===== src/rtl/baser_block_sync_pkg.sv =====
// Shared BASE-R definitions for the 64b/66b receive path.
// Holds the block geometry, sync-header codes, block-type and XGMII
// characters used by the block checker, the idle control block that the
// synchroniser emits while it is not delivering data, and the state
// encoding of the block-lock machine.
//
// Bit-order note: blocks are stored with the first received bit in [0], so
// the sync header sits in [1:0]. A control header (first bit 1, second bit 0)
// therefore reads as 2'b01 and a data header as 2'b10.
package baser_block_sync_pkg;

  localparam int DATA_WIDTH  = 64;
  localparam int HDR_WIDTH   = 2;
  localparam int FRAME_WIDTH = DATA_WIDTH + HDR_WIDTH;
  localparam int OFFSET_W    = 7;

  // Sync-header codes as they appear in [1:0]
  localparam logic [1:0] SH_CTRL = 2'b01;
  localparam logic [1:0] SH_DATA = 2'b10;

  // BASE-R block type field values (bits [9:2] of a control block)
  localparam logic [7:0] BT_IDLE   = 8'h1E;
  localparam logic [7:0] BT_START0 = 8'h78;
  localparam logic [7:0] BT_TERM0  = 8'h87;
  localparam logic [7:0] BT_ORDSET = 8'h4B;

  // XGMII control characters shared with the checker
  localparam logic [7:0] MII_IDLE  = 8'h07;
  localparam logic [7:0] MII_START = 8'hFB;
  localparam logic [7:0] MII_TERM  = 8'hFD;
  localparam logic [7:0] MII_ERROR = 8'hFE;
  localparam logic [7:0] MII_SEQ   = 8'h9C;

  // Idle control block: control header, type 0x1E, eight 7-bit idle
  // codes that are all zero.
  localparam logic [FRAME_WIDTH-1:0] IDLE_BLOCK = {56'd0, BT_IDLE, SH_CTRL};

  typedef enum logic [1:0] {
    ST_INIT   = 2'd0,
    ST_HUNT   = 2'd1,
    ST_SLIP   = 2'd2,
    ST_LOCKED = 2'd3
  } sync_state_e;

  // A header is legal only when its two bits differ.
  function automatic logic sh_valid(input logic [1:0] hdr);
    return (hdr == SH_CTRL) || (hdr == SH_DATA);
  endfunction

endpackage


===== src/rtl/baser_bit_aligner.sv =====
// Combinational barrel select that extracts one 66b candidate block from a
// two-word window of the serial stream.
//
// Ports:
//   window_i  [2*FRAME_WIDTH-1:0]  {newest word, previous word}; bit 0 earliest
//   offset_i  [OFFSET_W-1:0]       start bit of the candidate, 0..FRAME_WIDTH-1
//   block_o   [FRAME_WIDTH-1:0]    candidate block, header in [1:0]
module baser_bit_aligner
  import baser_block_sync_pkg::*;
#(
  parameter int FRAME_WIDTH = baser_block_sync_pkg::FRAME_WIDTH,
  parameter int OFFSET_W    = baser_block_sync_pkg::OFFSET_W
) (
  input  logic [2*FRAME_WIDTH-1:0] window_i,
  input  logic [OFFSET_W-1:0]      offset_i,
  output logic [FRAME_WIDTH-1:0]   block_o
);

  // offset_i never exceeds FRAME_WIDTH-1, so the slice stays inside the window.
  assign block_o = window_i[offset_i +: FRAME_WIDTH];

endmodule


===== src/rtl/baser_block_sync.sv =====
// BASE-R 66b block synchroniser.
// Searches the unaligned receive stream for the sync-header boundary by
// slipping one bit at a time, declares block lock after SH_CNT_MAX
// consecutive legal headers and drops lock when SH_INVLD_MAX illegal headers
// fall inside one SH_CNT_MAX-header window. Aligned blocks tested while
// locked are forwarded one cycle after the input word; all other tested
// words produce the idle control block with o_valid low.
//
// Ports:
//   clk                 rising-edge clock
//   i_rst_n             asynchronous active-low reset
//   i_valid             qualifies i_raw; when low everything holds
//   i_raw               unaligned word in serial order, bit 0 earliest
//   o_rx_coded          aligned block (header in [1:0]) or idle block
//   o_valid             o_rx_coded is a block tested while locked
//   o_block_lock        block lock indication
//   o_offset            current alignment offset, 0..FRAME_WIDTH-1
//   o_slip_count        total slips, wraps mod 2^32
//   o_lock_loss_count   total lock-to-unlock transitions, wraps mod 2^32
module baser_block_sync #(
  parameter int FRAME_WIDTH  = baser_block_sync_pkg::FRAME_WIDTH,
  parameter int SH_CNT_MAX   = 64,
  parameter int SH_INVLD_MAX = 16
) (
  input  logic                   clk,
  input  logic                   i_rst_n,
  input  logic                   i_valid,
  input  logic [FRAME_WIDTH-1:0] i_raw,
  output logic [FRAME_WIDTH-1:0] o_rx_coded,
  output logic                   o_valid,
  output logic                   o_block_lock,
  output logic [6:0]             o_offset,
  output logic [31:0]            o_slip_count,
  output logic [31:0]            o_lock_loss_count
);

  import baser_block_sync_pkg::*;

  localparam int CNT_W = $clog2(SH_CNT_MAX + 1);
  localparam int INV_W = $clog2(SH_INVLD_MAX + 1);

  localparam logic [FRAME_WIDTH-1:0] IDLE_W    = FRAME_WIDTH'(IDLE_BLOCK);
  localparam logic [6:0]             OFF_LAST  = 7'(FRAME_WIDTH - 1);
  localparam logic [CNT_W-1:0]       CNT_LIMIT = CNT_W'(SH_CNT_MAX);
  localparam logic [INV_W-1:0]       INV_LIMIT = INV_W'(SH_INVLD_MAX);

  sync_state_e            state_q, state_d;
  logic [6:0]             offset_q, offset_d;
  logic [FRAME_WIDTH-1:0] prev_q, prev_d;
  logic [CNT_W-1:0]       sh_cnt_q, sh_cnt_d;
  logic [INV_W-1:0]       sh_invld_q, sh_invld_d;
  logic                   valid_q, valid_d;
  logic                   lock_q, lock_d;
  logic [31:0]            slip_cnt_q, slip_cnt_d;
  logic [31:0]            loss_cnt_q, loss_cnt_d;
  logic [FRAME_WIDTH-1:0] rx_coded_q, rx_coded_d;

  logic [FRAME_WIDTH-1:0] cand;
  logic                   hdr_ok;
  logic [CNT_W-1:0]       sh_cnt_inc;
  logic [INV_W-1:0]       sh_invld_inc;
  logic                   slip_req;

  // The previous word supplies the earlier bits, the new word the later ones.
  baser_bit_aligner #(
    .FRAME_WIDTH (FRAME_WIDTH),
    .OFFSET_W    (7)
  ) u_aligner (
    .window_i (/* newest word on top */ {i_raw, prev_q}),
    .offset_i (offset_q),
    .block_o  (cand)
  );

  assign hdr_ok       = sh_valid(cand[1:0]);
  assign sh_cnt_inc   = sh_cnt_q + CNT_W'(1);
  assign sh_invld_inc = sh_invld_q + INV_W'(1);

  always_ff @(posedge clk or negedge i_rst_n) begin
    if (!i_rst_n) begin
      state_q    <= ST_INIT;
      offset_q   <= '0;
      prev_q     <= '0;
      sh_cnt_q   <= '0;
      sh_invld_q <= '0;
      valid_q    <= 1'b0;
      lock_q     <= 1'b0;
      slip_cnt_q <= '0;
      loss_cnt_q <= '0;
      rx_coded_q <= IDLE_W;
    end else begin
      state_q    <= state_d;
      offset_q   <= offset_d;
      prev_q     <= prev_d;
      sh_cnt_q   <= sh_cnt_d;
      sh_invld_q <= sh_invld_d;
      valid_q    <= valid_d;
      lock_q     <= lock_d;
      slip_cnt_q <= slip_cnt_d;
      loss_cnt_q <= loss_cnt_d;
      rx_coded_q <= rx_coded_d;
    end
  end

  always_comb begin
    state_d    = state_q;
    offset_d   = offset_q;
    prev_d     = prev_q;
    sh_cnt_d   = sh_cnt_q;
    sh_invld_d = sh_invld_q;
    valid_d    = 1'b0;
    lock_d     = lock_q;
    slip_cnt_d = slip_cnt_q;
    loss_cnt_d = loss_cnt_q;
    rx_coded_d = rx_coded_q;
    slip_req   = 1'b0;

    // An idle input cycle freezes all state; only o_valid drops.
    if (i_valid) begin
      prev_d     = i_raw;
      rx_coded_d = IDLE_W;

      case (state_q)
        // INIT only primes prev; SLIP throws one word away so the window
        // is refilled at the new offset before testing resumes.
        ST_INIT, ST_SLIP: state_d = ST_HUNT;

        ST_HUNT: begin
          if (!hdr_ok) begin
            slip_req = 1'b1;
          end else if (sh_cnt_inc == CNT_LIMIT) begin
            state_d    = ST_LOCKED;
            sh_cnt_d   = '0;
            sh_invld_d = '0;
            lock_d     = 1'b1;
          end else begin
            sh_cnt_d = sh_cnt_inc;
          end
        end

        ST_LOCKED: begin
          // Lock loss is checked first so it wins over a coinciding
          // window end.
          if (!hdr_ok && (sh_invld_inc == INV_LIMIT)) begin
            slip_req   = 1'b1;
            lock_d     = 1'b0;
            loss_cnt_d = loss_cnt_q + 32'd1;
          end else begin
            valid_d    = 1'b1;
            rx_coded_d = cand;
            if (sh_cnt_inc == CNT_LIMIT) begin
              sh_cnt_d   = '0;
              sh_invld_d = '0;
            end else begin
              sh_cnt_d = sh_cnt_inc;
              if (!hdr_ok) begin
                sh_invld_d = sh_invld_inc;
              end
            end
          end
        end

        default: state_d = ST_INIT;
      endcase

      if (slip_req) begin
        state_d    = ST_SLIP;
        offset_d   = (offset_q == OFF_LAST) ? 7'd0 : offset_q + 7'd1;
        slip_cnt_d = slip_cnt_q + 32'd1;
        sh_cnt_d   = '0;
        sh_invld_d = '0;
      end
    end
  end

  assign o_rx_coded        = rx_coded_q;
  assign o_valid           = valid_q;
  assign o_block_lock      = lock_q;
  assign o_offset          = offset_q;
  assign o_slip_count      = slip_cnt_q;
  assign o_lock_loss_count = loss_cnt_q;

endmodule


===== config.mk =====
export PLATFORM = sky130hd
export DESIGN_NAME = baser_block_sync
export DESIGN_NICKNAME = d
export VERILOG_FILES = /design/src/rtl/baser_block_sync_pkg.sv /design/src/rtl/baser_bit_aligner.sv /design/src/rtl/baser_block_sync.sv
export SDC_FILE = /design/constraint.sdc
export NUM_CORES = 1
export LEC_CHECK = 0
export CORE_ASPECT_RATIO = 0.6
export CORE_MARGIN = 1.5
export CORE_UTILIZATION = 54
export CTS_CLUSTER_DIAMETER = 200
export DETAILED_ROUTE_END_ITERATION = 8
export PLACE_DENSITY = 0.79
export SYNTH_ARGS = -nofsm -noshare
export SYNTH_HDL_FRONTEND = slang
export SYNTH_SLANG_ARGS = --single-unit
export TNS_END_PERCENT = 10

===== constraint.sdc =====
create_clock -name clk -period 6.44 [get_ports clk]
set_clock_uncertainty 0.15 [all_clocks]
set_input_delay 1.932 -clock clk [delete_from_list [all_inputs] [get_ports clk]]
set_output_delay 1.932 -clock clk [all_outputs]
set_load 0.03 [all_outputs]

==> metrics.txt, run 1 <==
crit path capture type register; # IOs about 210; clock sink total ~220; vias in the first global route between 15000 and 20000; Synth Area per Inst 9.812 µm²; commonest cells after routing, fill and taps aside nand2_1 (258), dfrtp_1 (207), clkdlybuf4s50_1 (205); PortBufs between 200 and 250; peak supply drop roughly 0.5 mV; async set-reset flop share out of synthesis 100.0%; first-pass GRT wire length 103500 µm; Post-CTS Setup Bufs 0; total track usage 39.57%; Worst Path Required 6.75 ns; number of CTS-inserted buffers 23; CP max FO 18; Comb pwr share between 70% and 80%; setup TNS 0 ns; Area growth syn-to-layout 17.08%; fin. max-slew vios 0; hold depth 1; Seq/Total Area, Yosys 30.27%; Slew Limit Headroom 10.70%; post-cts repair resize count 0; Clock power frac a little over a tenth; met1 WL about 29000 µm; nets@finish about 2000; DRT iter0 DRCs approximately 2400; max-cap violation count 0; syn nets between 1500 and 2000; # DRC 0; gpl congestion ~1.2; GR Overflow Total 0; CP arrival between 5 and 6 ns; HP Class register to register; Worst-Margin Slew around 1.3 ns; CTS Hold Bufs 0; Longest Clk Path Bufs 3; post-synth cell types 60; sw frac between 50% and 60%; Synth Instances between 1500 and 2000; total leakage power just under 9 nW; DR WL met2 27300 µm; Via Count about 17000; internal power roughly 6.2 mW; worst skew pair latency around 0.55 ns; CTS tree done; die area ~35000 µm²; Overall Power between 10 and 15 mW; Syn Std Cell Area around 18000 µm²; commonest non-fill, non-tap cell in the layout nand2_1; share of the synthesized area in the top cell type 29.55%; RSZ-0062 raised after global routing false; max layer used met5; detail-routed via count per cell 6.819; switching pwr ~6.9 mW; Hold EP o_slip_count[31]; r2r endpoint o_slip_count[17]; H-tree Lvls 1; Starting Density a little under three fifths; Core ar. 32740 µm²; Worst-path clk slew around 0.060 ns; register bit total from synthesis ~220; wire per inst ~28 µm; Reg power frac between 10% and 20%; origin of the worst min-delay path o_slip_count[31]; share of cells above drive strength 1 slightly above 20%; final period utilization between 80% and 90%; Setup-failing EPs final 0; fmax between 150 and 200 MHz; largest area contributor in the netlist dfrtp_1; drt first pass iters 8; final hold viol count 0; pwr dens 615.7 nW/µm²; final WL slightly below 70000 µm; R2R Path Start o_offset[0]; die height approximately 140 µm; startpoint types input port; r2r setup slk between 1 and 1.5 ns; initial antenna violation count 0; status complete, no violations; Root Buffer clkbuf_16; crit path kind input port to register; Cell Rows between 50 and 60; Die Wd roughly 240 µm; most common flop cell mapped by yosys dfrtp_1; largest net degree at the start of global routing around 110; HPWL Detailed roughly 50000 µm; EDFF count, synth 0; Met3 Routed Length 9653 µm; Yosys warnings 0; reg2reg path depth 11; Final ANT Viol Nets 0; largest cells by area after synthesis dfrtp_1 (30%), mux4_2 (16%), mux2i_1 (9.8%); fin crit period roughly 5.6 ns
## worst max-delay path, cell delays in order
cell and delay (ns):
clkdlybuf4s50_1 0.52, mux4_2 0.57, mux2_2 0.28, mux2i_1 0.60, mux4_2 0.41, a221oi_2 0.11, xor2_1 0.23, or4_1 0.54
buf_4 0.23, nor3_1 0.28, xor2_1 0.20
## stage by stage
step           hold slack (ns)  worst slack, ns  cells  util, %  area [µm²]
5_1_grt                 0.3382           0.6957   2430    64.80       21210
6_report                0.3253           0.8304   2432    64.82       21220
3_5_place_dp            0.3092           0.3651   2388    62.45       20440
3_3_place_gp            0.3144           0.4231   2388    62.45       20440
2_1_floorplan           0.3260            1.316   1847        -       18120
4_1_cts                 0.3242           0.9054   2430    64.80       21210
## metal layers
metal | track usage (%) | up-vias
met5 | 2.020 | -
met4 | 10.16 | 2
met3 | 13.60 | 158
met2 | 52.91 | 1143
met1 | 60.08 | 8179
li1 | - | 7102
## power by group through the flow
stage	clock (mW)	combinational, mW	sequential, mW
after floorplan	0	5.84	2.37
after global placement	0	8.97	2.20
after detailed placement	0	9.05	2.21
after CTS	1.40	9.10	2.19
after global routing	1.45	9.93	2.26
final	1.38	9.48	2.20
## cell usage after synthesis, drive strengths merged, types with 11 or more instances
cell type,count
buf,76
xnor2,31
nand4,13
nor2,162
nand3,39
o221ai,11
inv,38
xor2,36
o22ai,32
clkbuf,81
nor4,12
a21oi,46
dfrtp,214
nand2,258
nor3,48
mux4,132
o21ai,104
and3,17
o211ai,23
mux2i,177
a22o,38
o2bb2ai,17
mux2,151
## kinds of logic (layout without fill, tap and decap cells)
group                      count (synthesis)  after routing  share of synthesized area, %
buffers and inverters                    196            329                         4.667
other                                      0              2                             0
adders and majority gates                  7              7                        0.4833
DFF                                      219            219                         30.27
muxes                                    460            460                         35.56
AOI/OAI and AO/OA                        326            326                         12.01
and+or+nand+nor                          572            572                         13.77
xor gates and xnor gates                  67             67                         3.238
## registers in the layout, indices dropped and copies added, names as in the netlist
name / cells
sh_invld_q: 5
o_offset: 7
prev_q: 66
state_q: 2
o_rx_coded: 66
o_valid: 1
o_lock_loss_count: 32
sh_cnt_q: 7
o_block_lock: 1
o_slip_count: 32
## worst max path at each step
stage,startpoint,endpoint,slack [ns],depth (start not counted)
final,i_raw[17],o_slip_count[17],0.83,11
after global routing,i_raw[17],o_lock_loss_count[31],0.70,12
after CTS,i_raw[6],o_slip_count[17],0.91,11
after detailed placement,i_raw[6],o_slip_count[17],0.37,11
after global placement,i_raw[9],o_slip_count[25],0.42,11
after floorplan,i_raw[34],o_slip_count[29],1.32,11
## area by class of cell
| cell class | count | area [µm²] |
|---|---|---|
| tap | 450 | 563.0 |
| sequential | 219 | 5503 |
| clock buffer | 34 | 696.9 |
| timing repair buffer | 248 | 2430 |
| multi-input combinational | 1432 | 11800 |
| clock inverter | 8 | 71.32 |
| antenna | 2 | 5.005 |
| inverter | 39 | 153.9 |
| fill | 2614 | 11520 |
Power figures use the tool's default switching activity.
==> inputs of run 2 (changes only) <==
--- a/config.mk
+++ b/config.mk
@@ -8,7 +8,7 @@
 export CORE_ASPECT_RATIO = 0.6
 export CORE_MARGIN = 1.5
 export CORE_UTILIZATION = 54
-export CTS_CLUSTER_DIAMETER = 200
+export CTS_CLUSTER_DIAMETER = 80
 export DETAILED_ROUTE_END_ITERATION = 8
 export PLACE_DENSITY = 0.79
 export SYNTH_ARGS = -nofsm -noshare
==> results of run 2 <==
The final DEF is identical to that of run 1; final timing and power are the same.
